**config.mk**
```make
export PLATFORM = sky130hd
export DESIGN_NAME = dff_readback_serializer
export DESIGN_NICKNAME = d
export VERILOG_FILES = /design/src/rtl/dff_readback_pkg.sv /design/src/rtl/dff_readback_serializer.sv
export SDC_FILE = /design/constraint.sdc
export NUM_CORES = 1
export LEC_CHECK = 0
export CAP_MARGIN = 20
export CORE_MARGIN = 10
export CORE_UTILIZATION = 59
export DETAILED_ROUTE_END_ITERATION = 6
export DONT_BUFFER_PORTS = 1
export PLACE_DENSITY_LB_ADDON = 0.12
export SYNTH_ARGS = -nofsm -noshare
export SYNTH_HDL_FRONTEND = slang
export SYNTH_SLANG_ARGS = --single-unit
```
**constraint.sdc**
```tcl
create_clock -name clk -period 1.6 [get_ports clk]
set_input_delay 0.32 -clock clk [delete_from_list [all_inputs] [get_ports clk]]
set_output_delay 0.32 -clock clk [all_outputs]
set_load 0.01 [all_outputs]
```
**src/rtl/dff_readback_pkg.sv**
```systemverilog
// -----------------------------------------------------------------------------
// dff_readback_pkg
// Shared definitions for the flop readback serializer.
//   state_t    : FSM state encoding (PAR is only reachable when
//                DFF_READBACK_PARITY_EN is defined).
//   beat_count : number of serial beats emitted per captured word.
// Optional feature macro: DFF_READBACK_PARITY_EN (appends an even-parity beat).
// -----------------------------------------------------------------------------
package dff_readback_pkg;

    typedef enum logic [1:0] {
        IDLE  = 2'd0,
        SHIFT = 2'd1,
        PAR   = 2'd2
    } state_t;

    // Beats per capture: one per data bit, plus the parity beat when enabled.
    function automatic int beat_count(input int width);
`ifdef DFF_READBACK_PARITY_EN
        return width + 1;
`else
        return width;
`endif
    endfunction

endpackage

```
**src/rtl/dff_readback_serializer.sv**
```systemverilog
// -----------------------------------------------------------------------------
// dff_readback_serializer
// Captures a WIDTH-bit word of flop outputs into a shadow register on request
// and shifts it out serially, LSB first, so the flop state can be observed on
// a single pin.
//
// Ports:
//   clk        : rising-edge clock
//   clr        : asynchronous active-high reset
//   cap_req    : capture request, honoured only while idle
//   par_in     : parallel word, sampled only on the capture edge
//   en         : downstream accept
//   sout       : current serial bit
//   sout_valid : sout holds a valid beat
//   sout_last  : current beat is the final beat of the word
//   busy       : a word is being shifted out
//
// Handshake: a beat transfers on a rising clk edge where sout_valid and en are
// both 1; while en is 0 the current beat (sout, sout_last) holds indefinitely.
//
// Optional feature macro: DFF_READBACK_PARITY_EN. When defined, one extra beat
// carrying the even parity (XOR) of the captured word follows the data bits,
// and sout_last marks that parity beat instead of the last data bit.
// -----------------------------------------------------------------------------
module dff_readback_serializer
    import dff_readback_pkg::*;
#(
    parameter  int WIDTH = 8,
    localparam int CNT_W = $clog2(WIDTH + 1)
) (
    input  logic             clk,
    input  logic             clr,
    input  logic             cap_req,
    input  logic [WIDTH-1:0] par_in,
    input  logic             en,
    output logic             sout,
    output logic             sout_valid,
    output logic             sout_last,
    output logic             busy
);

    // The counter holds "beats remaining after the current one", so the final
    // beat is always count == 0 whether or not the parity beat is present.
    localparam int               BEATS    = beat_count(WIDTH);
    localparam logic [CNT_W-1:0] LOAD_CNT = CNT_W'(BEATS - 1);

    state_t           state_q, state_d;
    logic [WIDTH-1:0] shadow_q, shadow_d;
    logic [CNT_W-1:0] count_q, count_d;
`ifdef DFF_READBACK_PARITY_EN
    logic             par_q, par_d;
`endif

    // ---------------------------------------------------------------- registers
    always_ff @(posedge clk or posedge clr) begin
        if (clr) begin
            state_q  <= IDLE;
            shadow_q <= '0;
            count_q  <= '0;
`ifdef DFF_READBACK_PARITY_EN
            par_q    <= 1'b0;
`endif
        end else begin
            state_q  <= state_d;
            shadow_q <= shadow_d;
            count_q  <= count_d;
`ifdef DFF_READBACK_PARITY_EN
            par_q    <= par_d;
`endif
        end
    end

    // ------------------------------------------------- next state / datapath
    always_comb begin
        state_d  = state_q;
        shadow_d = shadow_q;
        count_d  = count_q;
`ifdef DFF_READBACK_PARITY_EN
        par_d    = par_q;
`endif
        case (state_q)
            IDLE: begin
                // Requests are only seen here, so a request while busy (or on
                // the final transfer edge) is dropped rather than queued.
                if (cap_req) begin
                    shadow_d = par_in;
                    count_d  = LOAD_CNT;
`ifdef DFF_READBACK_PARITY_EN
                    par_d    = ^par_in;
`endif
                    state_d  = SHIFT;
                end
            end
            SHIFT: begin
                if (en) begin
                    shadow_d = shadow_q >> 1;
                    if (count_q == '0) begin
                        state_d = IDLE;
                    end else begin
                        count_d = count_q - CNT_W'(1);
`ifdef DFF_READBACK_PARITY_EN
                        // One beat left after this one: it is the parity beat.
                        if (count_q == CNT_W'(1)) begin
                            state_d = PAR;
                        end
`endif
                    end
                end
            end
`ifdef DFF_READBACK_PARITY_EN
            PAR: begin
                if (en) begin
                    state_d = IDLE;
                end
            end
`endif
            default: begin
                state_d = IDLE;
            end
        endcase
    end

    // ------------------------------------------------------------- outputs
    // Decoded from registers only; clr clears the registers, so the outputs
    // drop as soon as clr rises.
    always_comb begin
        busy       = (state_q != IDLE);
        sout_valid = busy;
        sout_last  = busy && (count_q == '0);
        sout       = 1'b0;
        if (state_q == SHIFT) begin
            sout = shadow_q[0];
        end
`ifdef DFF_READBACK_PARITY_EN
        else if (state_q == PAR) begin
            sout = par_q;
        end
`endif
    end

endmodule

```
# Word level (Yosys, flattened, before mapping)
# Cells that the tools add are included.
# W data, S select, Z words.
# classes
muxes,12
reduce_logical,8
add_sub_neg,1
n_eq_ne,5
# op_table
cell,count
$mux W8,2
$pmux W8 S2,1
$mux W4,3
$ne A2 B2 Y1 const B,4
$pmux W4 S2,1
$mux W2,3
$reduce_and A3 Y1,2
$logic_not A4 Y1,1
$pmux W2 S2,1
$reduce_and A4 Y1,1
$reduce_bool A2 Y1,2
$sub A4 B1 Y4 const B,1
$eq A2 B1 Y1 const B,1
$logic_not A2 Y1,1
$logic_and A1 B1 Y1,1
$mux W1,1
# totals
ff_bits,14
out_inout_bits,4
inputBits,12
elab_cells,29

# Depth between registers and ports, before layout
# depth
ltp_word,4
ltp_mapped,5

# Worst setup path before layout
# Ideal clock, no wire load.
# synth_path
path_kind,flip-flop to output port
startpoint,register count_q[0]
endpoint,output sout_last
t_required_ps,1280
path_slack_ps,59
path_buffers,0
stages_incl_launch_ff,5
arrival_ps,1221
cell_sequence,dfrtp_1 > inv_1 > ha_1 > inv_1 > nor4b_1
# synth_between
elab_chain_cells,2
# synth_lines
item,line_no,source
start: declaration,dff_readback_serializer.sv:49,"logic [CNT_W-1:0] count_q, count_d;"
start signal: assignment,dff_readback_serializer.sv:66,count_q <= count_d;
$logic_not A4 Y1,dff_readback_serializer.sv:129,sout_last = busy && (count_q == '0);
$logic_and A1 B1 Y1,dff_readback_serializer.sv:129,
end: declaration,dff_readback_serializer.sv:38,"output logic sout_last,"
# No other way between the ends.

# Worst setup path in the final report
# layout_path
startpoint,register count_q[1]
endpoint,output sout_last
# The elaborated chain is that of the path after synthesis.

==> impl_metrics.ini <==
[floorplan]
core_um2 = 1270
die_w_um = 56.4
fp.dieH_um = 56.4
die-area_um2 = 3180
rows = 13
num_io_pins = 16
start_util_pct = 61.6

[timing]
holdWs_ns = 0.170
clock.fmax_mhz = 627
relSlewSlack_pct = 67.3
worst_pin_slew_ns = 0.490
skew_ns = 0.00379
drv_slew = 0
hold_viol = 0
setup_viol = 0
layout_setup_ws_ns = 0.00447
timing.final.crit_period_ns = 1.60
rsz0062_at_grt = true
period_share_pct = 99.7

[power]
p_leak_nw = 0.394
combPwrFrac_pct = 42.2
internal_power_uw = 883
p_clk_share_pct = 14.3
switchingPower_uw = 516
p_seq_share_pct = 43.5
p_sw_share_pct = 36.9
power_density_nw_per_um2 = 1580
vdd.ir_drop.worst_mv = 0.893

[clock_network]
cts_buffers = 3
root_buffer = clkbuf_4
cts_sinks = 13
htreeDepth = 1
cts.clk_slew.worst_paths_ns = 0.08
clock_latency_ns = 0.27
clockBufferDepth = 2
cts_tree = built

[hold_path]
min_from = en
hp-class = in -> reg

[setup_path]
critPathLaunch = count_q[1]$_DFFE_PP0P_
path_max_fanout = 2
critPathKind = reg -> out
r2r-start = count_q[1]$_DFFE_PP0P_
crit_path_start_kind = flip-flop
worstPathRequired_ns = 1.28
crit_path_end_kind = output port
cp.arrival_ns = 1.28

[synth]
synth-edff-count = 0
synth.yosys.seq_area_share_pct = 41.6
syn_nets = 85
ys_types = 26
async_reset_ff_share_pct = 100
synth_ff_type = dfrtp_1
synth_top_area_share_pct = 41.6
yosysTopAreaCell = dfrtp_1
yosys-top-cells-area = dfrtp_1 42%, mux2i_1 10%, buf_6 4.3%, a211oi_1 3.8%, o311ai_4 3.4%
avgSynthCellArea_um2 = 10.9
ys_ff_latch = 13
synthCells = 72
synth_area_um2 = 782
ys.warnings.count = 0

[detailed_routing]
firstDrtPassIters = 4
vias = 543
post_drt_wl_per_cell_um = 16.0
viasPerCell = 5.66
drc = 0
drt-initial-drc-count = 7
wirelength_um = 1540
postRouteAntennaNets = 0

[final_layout]
fillers = 97
n_antenna_cell = 0
area_delta_synth_final_pct = 13.3
final_nets = 95
final_layout_size_suffix_gt1_share_pct = 27.2

[global_routing]
track_usage_pct = 10.1
grt_pass1_wl_um = 2690
antenna_found_initial = 0
grt_overflow_total = 0
grt_pass1_vias = 601
grt_max_degree = 15

[placed_design]
place_ws_ns = 0.103
port-buffer-count = 0
place.gp.congestion = 0.739
dp.final_hpwl_um = 1140

[run_status]
status = finished clean

[job]
max_cap_viol_count = 0
layout make-up:
class / count / area, um2 / share of cell area (%)
sequential: 13 / 325 / 36.7
inverter: 5 / 21.3 / 2.40
timing repair buffer: 10 / 77.6 / 8.76
clock buffer: 4 / 26.3 / 2.97
multi-input combinational: 49 / 417 / 47.0
tap: 15 / 18.8 / 2.12
flip-flops by register name (all words and copies together), names as in the netlist:
name,count
count_q,4
state_q,1
shadow_q,8
layer usage:
metal / vias to the layer above / track usage (%) / share of wire [%]
li1: 274 / - / -
met1: 257 / 11.9 / 46
met2: 10 / 15.8 / 47
met3: 2 / 4.04 / 5.5
met4: 0 / 4.12 / 0.59
met5: - / 0 / 0
power groups by stage:
stage	combinational [mW]	sequential (mW)	clock (mW)
after global placement	0.494	0.588	0
after global routing	0.662	0.633	0.225
final	0.591	0.609	0.200
after CTS	0.575	0.603	0.206
after floorplan	0.413	0.587	0
after detailed placement	0.508	0.603	0
cell usage in the layout (no fill, tap or decap), types with 3 or more instances in the layout:
cell	count
nor2_1	6
a21oi_1	4
o22ai_1	3
nor2b_1	4
clkbuf_4	3
nand3_1	3
buf_4	9
mux2i_1	8
a211oi_1	4
dfrtp_1	13
cell usage after synthesis, drive strengths merged, types with 2 or more instances:
master,n
a211oi,4
a21oi,4
buf,5
dfrtp,13
inv,5
mux2i,8
nand2,2
nand2b,2
nand3,3
nor2,6
nor2b,4
nor3b,2
nor4b,2
o22ai,3
per-stage QoR:
step                      area, um2  TNS [ns]  util (%)  power, mW  cells
after global placement          797         0      62.8       1.08     88
after global routing            886   -0.0911      69.8       1.52     96
after detailed placement        797         0      62.8       1.11     88
after CTS                       870   -0.0151      68.5       1.38     95
after floorplan                 782         0         -       1.00     72
final                           886         0      69.8       1.40     96
worst paths after layout:
kind,to,slack [ns],cells after the start
worst max-delay path,sout_last,0.004,5
worst min-delay path,shadow_q[7]$_DFFE_PP0P_,0.17,1
worst max register to register,count_q[2]$_DFFE_PP0P_,0.19,7
worst min register to register,shadow_q[5]$_DFFE_PP0P_,0.52,2
max in group asynchronous,shadow_q[3]$_DFFE_PP0P_,0.76,2
min in group asynchronous,count_q[0]$_DFFE_PP0P_,0.51,2
critical path: stages, from the launching register on:
cell	delay (ns)
dfrtp_1	0.40
inv_2	0.07
ha_4	0.14
inv_4	0.04
nor4b_4	0.20
buf_4	0.16
kinds of logic after synthesis:
logic type                 count (synthesis)  synth area share (%)
AOI/OAI and AO/OA                         15                  16.0
DFF                                       13                  41.6
buffers and inverters                     10                  8.64
muxes                                      9                  12.2
and+or+nand+nor                           24                  20.0
adders and majority gates                  1                  1.60
timing repair:
item,CTS,global route
endpoints found under the setup margin,1,2
hold buffers,1,0
pin swaps,2,1
resized for setup,7,1
hold endpoints to repair,13,0
buffers inserted,2,1
Power figures use the tool's default switching activity.
